$ cat src/rtl/card_dealer.sv
// card_dealer: executes player DRAW/NEWDECK/COUNT/NOP commands against a 52-card deck and
// acknowledges each with a one-cycle pulse. Define DEALER_SHUFFLE_EN for LFSR-chosen draw start.
module card_dealer (
    input  logic       clk,
    input  logic       rst_n,
    input  logic       tbl_game_start,
    input  logic       cr_cmdvld,
    input  logic [2:0] cr_cmd,
    output logic       cr_ack,
    output logic [5:0] cr_card,
    output logic       cr_err,
    output logic [5:0] cards_left
);
    localparam logic [2:0] CMD_NOP     = 3'b000;
    localparam logic [2:0] CMD_DRAW    = 3'b001;
    localparam logic [2:0] CMD_NEWDECK = 3'b010;
    localparam logic [2:0] CMD_COUNT   = 3'b011;
    localparam logic [5:0] DECK_SIZE   = 6'd52;

    typedef enum logic [2:0] {S_IDLE, S_EXEC, S_PROBE, S_ACK, S_WAITLOW} state_t;
    state_t r_state, w_state_next;

    logic [2:0]  r_cmd;
    logic [51:0] r_mask;
    logic [5:0]  r_left, r_next_ptr, r_ptr;
    logic [1:0]  r_next_suit, r_suit;
    logic [3:0]  r_next_rank, r_rank;
    logic        r_hit, r_ack, r_err, r_gs_d, r_pend;
    logic [5:0]  r_card;

    logic        w_gs_rise, w_accept, w_refill, w_ptr_free, w_deal, w_commit, w_draw_ok;
    logic [5:0]  w_start, w_inc_ptr;
    logic [1:0]  w_start_suit, w_inc_suit;
    logic [3:0]  w_start_rank, w_inc_rank;

    assign w_gs_rise  = tbl_game_start & ~r_gs_d;
    assign w_accept   = (r_state == S_IDLE) && cr_cmdvld;
    assign w_refill   = (r_state == S_IDLE) && r_pend;
    assign w_ptr_free = ~r_mask[r_ptr];
    assign w_deal     = (r_state == S_PROBE) && w_ptr_free;
    // A DRAW hit is committed leaving PROBE; every other command commits leaving ACK.
    assign w_commit   = (r_state == S_ACK) && !r_hit;
    assign w_draw_ok  = (r_cmd == CMD_DRAW) && (r_left != 6'd0);

`ifdef DEALER_SHUFFLE_EN
    logic [5:0] r_lfsr;

    always_ff @(posedge clk or negedge rst_n) begin
        if (!rst_n) r_lfsr <= 6'b000001;
        else        r_lfsr <= {r_lfsr[4:0], r_lfsr[5] ^ r_lfsr[4]};
    end

    // Rank from the low nibble: offsets are 1 - 13*suit taken mod 16.
    always_comb begin
        w_start = (r_lfsr < DECK_SIZE) ? r_lfsr : r_lfsr - DECK_SIZE;
        if (w_start < 6'd13) begin
            w_start_suit = 2'd0;
            w_start_rank = w_start[3:0] + 4'd1;
        end else if (w_start < 6'd26) begin
            w_start_suit = 2'd1;
            w_start_rank = w_start[3:0] + 4'd4;
        end else if (w_start < 6'd39) begin
            w_start_suit = 2'd2;
            w_start_rank = w_start[3:0] + 4'd7;
        end else begin
            w_start_suit = 2'd3;
            w_start_rank = w_start[3:0] + 4'd10;
        end
    end
`else
    assign w_start      = r_next_ptr;
    assign w_start_suit = r_next_suit;
    assign w_start_rank = r_next_rank;
`endif

    always_comb begin
        w_inc_ptr = (r_ptr == 6'd51) ? 6'd0 : r_ptr + 6'd1;
        if (r_rank == 4'd13) begin
            w_inc_rank = 4'd1;
            w_inc_suit = r_suit + 2'd1;
        end else begin
            w_inc_rank = r_rank + 4'd1;
            w_inc_suit = r_suit;
        end
    end

    always_ff @(posedge clk or negedge rst_n) begin
        if (!rst_n) r_state <= S_IDLE;
        else        r_state <= w_state_next;
    end

    always_comb begin
        w_state_next = r_state;
        case (r_state)
            S_IDLE:    if (cr_cmdvld) w_state_next = S_EXEC;
            S_EXEC:    w_state_next = w_draw_ok ? S_PROBE : S_ACK;
            S_PROBE:   if (w_ptr_free) w_state_next = S_ACK;
            S_ACK:     w_state_next = cr_cmdvld ? S_WAITLOW : S_IDLE;
            S_WAITLOW: if (!cr_cmdvld) w_state_next = S_IDLE;
            default:   w_state_next = S_IDLE;
        endcase
    end

    always_ff @(posedge clk or negedge rst_n) begin
        if (!rst_n) begin
            r_cmd       <= CMD_NOP;
            r_mask      <= '0;
            r_left      <= DECK_SIZE;
            r_next_ptr  <= 6'd0;
            r_next_suit <= 2'd0;
            r_next_rank <= 4'd1;
            r_ptr       <= 6'd0;
            r_suit      <= 2'd0;
            r_rank      <= 4'd1;
            r_hit       <= 1'b0;
            r_ack       <= 1'b0;
            r_err       <= 1'b0;
            r_card      <= 6'd0;
            r_gs_d      <= 1'b0;
            r_pend      <= 1'b0;
        end else begin
            r_gs_d <= tbl_game_start;
            r_ack  <= w_deal || w_commit;

            if (w_gs_rise)     r_pend <= 1'b1;
            else if (w_refill) r_pend <= 1'b0;

            if (w_refill) begin
                r_mask      <= '0;
                r_left      <= DECK_SIZE;
                r_next_ptr  <= 6'd0;
                r_next_suit <= 2'd0;
                r_next_rank <= 4'd1;
            end

            if (w_accept) r_cmd <= cr_cmd;

            if (r_state == S_EXEC) begin
                r_ptr  <= w_start;
                r_suit <= w_start_suit;
                r_rank <= w_start_rank;
            end

            if (r_state == S_PROBE) begin
                if (w_ptr_free) begin
                    r_mask[r_ptr] <= 1'b1;
                    r_left        <= r_left - 6'd1;
                    r_card        <= {r_suit, r_rank};
                    r_err         <= 1'b0;
                    r_hit         <= 1'b1;
                    r_next_ptr    <= w_inc_ptr;
                    r_next_suit   <= w_inc_suit;
                    r_next_rank   <= w_inc_rank;
                end else begin
                    r_ptr  <= w_inc_ptr;
                    r_suit <= w_inc_suit;
                    r_rank <= w_inc_rank;
                end
            end

            if (r_state == S_ACK) r_hit <= 1'b0;

            if (w_commit) begin
                r_err <= 1'b0;
                case (r_cmd)
                    CMD_NOP: ;
                    CMD_NEWDECK: begin
                        r_mask      <= '0;
                        r_left      <= DECK_SIZE;
                        r_next_ptr  <= 6'd0;
                        r_next_suit <= 2'd0;
                        r_next_rank <= 4'd1;
                        r_card      <= 6'd0;
                    end
                    CMD_COUNT: r_card <= r_left;
                    // Only an empty-deck DRAW reaches ACK without a hit.
                    CMD_DRAW: begin
                        r_err  <= 1'b1;
                        r_card <= 6'd0;
                    end
                    default: r_err <= 1'b1;
                endcase
            end
        end
    end

    assign cr_ack     = r_ack;
    assign cr_card    = r_card;
    assign cr_err     = r_err;
    assign cards_left = r_left;

endmodule
$ cat config.mk
export PLATFORM = sky130hd
export DESIGN_NAME = card_dealer
export DESIGN_NICKNAME = d
export VERILOG_FILES = /design/src/rtl/card_dealer.sv
export SDC_FILE = /design/constraint.sdc
export NUM_CORES = 1
export LEC_CHECK = 0
export CAP_MARGIN = 20
export CORE_MARGIN = 4
export CORE_UTILIZATION = 45
export CTS_CLUSTER_SIZE = 24
export DETAILED_ROUTE_END_ITERATION = 6
export HOLD_SLACK_MARGIN = 0.08
export PLACE_DENSITY = 0.74
export SLEW_MARGIN = 20
export SYNTH_ARGS = -nofsm -noshare
export SYNTH_HDL_FRONTEND = slang
export SYNTH_SLANG_ARGS = --single-unit
$ cat constraint.sdc
create_clock -name clk -period 4.7 [get_ports clk]
set_input_delay 0.705 -clock clk [delete_from_list [all_inputs] [get_ports clk]]
set_output_delay 0.705 -clock clk [all_outputs]
set_load 0.05 [all_outputs]
==> results.tsv <==
stage	metric	value	unit
outcome	status	completed	
grt	remaining global-route overflow	0	
drt	sum of met2 wire segment lengths after detailed routing	5537	um
power	total power	3.367	mW
sta	RSZ-0062 raised after global routing	no	
yosys	post-synthesis average cell area	10.00	um2
worst_setup_path	worst stage delay on the critical path	0.87	ns
clock_network	buffer type at the clock tree root	sky130_fd_sc_hd__clkbuf_8	
die	starting density of the core	0.4605	
grt	total routing usage reported by global routing	0.1892	
die	I/O pin count	21	
worst_setup_path	worst setup path startpoint	r_ptr[1]$_DFF_PN0_	
drt	DR vias	3862	
sta	worst slew slack as a fraction of its limit	0.3956	
die	die width	113.3	um
worst_hold_path	kind of path behind the tightest hold check	primary input to async pin	
sta	Final min period	3.747	ns
drt	wirelength, routed	11490	um
drt	number of vias per cell	5.960	
sta	Least-Margin Pin Slew	0.8983	ns
grt	maximum number of pins on one net before global-route repair	58	
worst_setup_path	Setup crit end kind	register	
yosys	syn nets	509	
clock_network	# hold bufs at CTS	0	
power	worst-case vdd ir drop	0.4829	mV
sta	Layout Skew	0.01587	ns
cells_and_area	Total Nets Final	513	
worst_setup_path	source of the worst register-to-register timing path	r_ptr[1]$_DFF_PN0_	
worst_setup_path	CP top delay family	flip-flops	
worst_setup_path	ordered list of cells on the worst path	buf_4 > mux2i_1 > mux4_2 > a32oi_2 > a211oi_2 > nand3_2 > buf_4 > and2_1 > a31o_1	
placement	gp weighted congestion	0.8802	
grt	antenna violations before repair	0	
worst_setup_path	cell depth of the worst flop-to-flop path	9	
clock_network	post-CTS setup buffer count	0	
worst_setup_path	count of cell instances traversed by the critical path	9	
yosys	share of synthesized area occupied by flip-flops and latches	0.4975	
die	total die area	12840	um2
cells_and_area	most used cells in the layout excluding fill and tap cells	94 x sky130_fd_sc_hd__dfrtp_1, 56 x sky130_fd_sc_hd__nand2_1, 32 x sky130_fd_sc_hd__a21oi_1, 31 x sky130_fd_sc_hd__nor2_1, 30 x sky130_fd_sc_hd__o21ai_1	
clock_network	TritonCTS clock tree	yes	
yosys	dominant synthesized flop cell	sky130_fd_sc_hd__dfrtp_1	
sta	Hold Vio Cnt, Final	0	
worst_setup_path	launching element type of the critical path	register	
cells_and_area	commonest non-fill, non-tap cell in the layout	sky130_fd_sc_hd__dfrtp_1	
clock_network	Max Buffers Root-to-Sink	2	
die	Die Ht	113.3	um
sta	pins over their slew limit	0	
run	max capacitance violation total	0	
yosys	register bit count reported by yosys	99	
cells_and_area	antenna diode count	0	
cells_and_area	fill cell total of the finished layout	978	
placement	total placed cells including tap cells	631	
worst_setup_path	crit-path most repeated cell	sky130_fd_sc_hd__buf_4	
grt	number of global-route vias before repair	3814	
placement	detailed-placement wirelength estimate	7613	um
worst_setup_path	number of buffers and inverters on the critical path	2	
power	leakage power	2.297	nW
die	total core area	10840	um2
yosys	Synth Cell Area	4992	um2
drt	average wire length per cell after detail routing	17.73	um
worst_setup_path	highest-delay cell along the critical path	sky130_fd_sc_hd__dfrtp_1	
yosys	cells after synthesis	499	
placement	worst setup slack before clock tree synthesis	1.063	ns
cells_and_area	fraction of final layout cells with drive strength greater than 1	0.1102	
worst_setup_path	data arrival time of the worst path	4.00	ns
sta	f_max	0.2669	GHz
die	Placement Rows	38	
worst_setup_path	RR Endpoint	cards_left[3]$_DFF_PN0_	
grt	first-pass GRT wire length	19640	um
cells_and_area	area grow syn2layout	9.298	%
yosys	number of distinct library cell variants in the gate-level netlist after synthesis	60	
drt	first drt pass iteration count	7	
clock_network	Clock Sinks	99	
clock_network	clock slew at reported path FFs	0.10	ns
drt	post-route ant nets	0	
yosys	Post-synth ARST share	1.000	
clock_network	number of buffers created by CTS	9	
clock_network	clock latency at the later pin of the worst-skew pair	0.38	ns
placement	IO Port Bufs	20	
worst_setup_path	data required time at the worst endpoint	4.96	ns
sta	Total Neg Setup Slack	0	ns
sta	share of the clock period used by the worst path	0.7972	
worst_setup_path	kind of critical path	register to register	
power	total power density per cell area	617.2	nW/um2
drt	DRC Markers	0	
cells_and_area	core utilization of the finished layout	0.5033	
sta	Worst Slack Setup Final	0.9529	ns
sta	Setup Viol. Count Final	0	
worst_setup_path	internal reg-to-reg setup slack	0.95	ns
drt	met1 WL	5256	um
yosys	number of enable-type register cells in the synthesized netlist	0	
yosys	yosys warns	0	
worst_setup_path	capture point of the critical path	cards_left[3]$_DFF_PN0_	
cells_and_area	Final Instance Count excl. Fillers	648	
drt	Routed met3 length	546	um
clock_network	number of instances resized during post-cts repair	0	
worst_setup_path	largest fanout on the critical path	29	
drt	max layer used	met4	
drt	number of design-rule violations left by the first detailed-router iteration	393	
clock_network	H-tree level count	3	
-- through the flow --
stage                     hold WS [ns]  cell area (um2)
final                           0.3854             5456
after global routing            0.4327             5456
after CTS                       0.3920             5436
after detailed placement        0.4269             5251
after global placement          0.4116             5251
after floorplan                 0.4094             4992
-- logic make-up after synthesis --
group / Yosys count / share of synthesized area
xor+xnor: 3 / 0.005264
mux: 33 / 0.07544
buf+inv: 42 / 0.04110
compound gates: 143 / 0.1935
simple gates: 176 / 0.1797
fa+ha+maj: 3 / 0.007520
flops: 99 / 0.4975
-- cell type report --
type	count	area, um2	share of cell area
Tap cell	140	175.2	0.03210
Clock inverter	6	57.56	0.01055
Sequential cell	99	2484	0.4552
Timing Repair Buffer	27	262.8	0.04815
Inverter	8	30.03	0.005503
Multi-Input combinational cell	358	2320	0.4251
Clock buffer	10	127.6	0.02339
-- registers in the layout, indices dropped and copies added, names as in the netlist --
signal       count
r_gs_d           1
r_suit           2
cr_card          6
cr_err           1
cards_left       6
r_rank           4
r_cmd            3
r_hit            1
r_next_rank      4
r_next_ptr       6
cr_ack           1
r_state          3
r_pend           1
r_next_suit      2
r_ptr            6
r_mask          52
-- worst reg2reg max path: cells and delay by family, from the launching register on --
kind / cells / cell delay, ns
flops: 1 / 0.87
buf+inv: 2 / 0.83
simple gates: 2 / 0.75
mux: 2 / 0.49
compound gates: 3 / 0.68
-- synthesized netlist by cell type, types with 9 or more instances --
cell / n / area share
sky130_fd_sc_hd__dfrtp_1: 94 / 0.47
sky130_fd_sc_hd__a21oi_1: 32 / 0.032
sky130_fd_sc_hd__o21ai_0: 13 / 0.013
sky130_fd_sc_hd__nand2_1: 56 / 0.042
sky130_fd_sc_hd__and2_1: 9 / 0.011
sky130_fd_sc_hd__nor2_1: 32 / 0.024
sky130_fd_sc_hd__a211oi_1: 10 / 0.015
sky130_fd_sc_hd__nand3_1: 15 / 0.015
sky130_fd_sc_hd__a22o_1: 28 / 0.049
sky130_fd_sc_hd__o21ai_1: 30 / 0.030
sky130_fd_sc_hd__mux2i_1: 23 / 0.046
sky130_fd_sc_hd__clkbuf_1: 16 / 0.012
-- how the worst min path moves through the flow --
stage	start	endpoint	slack (ns)	depth (start not counted)
after floorplan	rst_n	cards_left[0]$_DFF_PN0_	0.41	0
after global placement	r_gs_d$_DFF_PN0_	r_pend$_DFFE_PN0P_	0.41	1
after detailed placement	r_gs_d$_DFF_PN0_	r_pend$_DFFE_PN0P_	0.43	1
after CTS	rst_n	r_mask[27]$_DFF_PN0_	0.39	1
after global routing	rst_n	r_mask[41]$_DFF_PN0_	0.43	1
final	rst_n	r_mask[43]$_DFF_PN0_	0.39	1
-- routing by layer --
| layer | track usage | vias up |
|---|---|---|
| met5 | 0 | - |
| met4 | 0.06250 | 0 |
| met3 | 0.04011 | 15 |
| met2 | 0.2915 | 97 |
| met1 | 0.2675 | 1945 |
| li1 | - | 1805 |
-- power breakdown --
part,switching [mW],total [mW],internal (mW)
clock,0.292,0.534,0.243
combinational,0.933,1.49,0.558
sequential,0.259,1.34,1.08
Note: power is estimated with default switching activity, not from simulation.
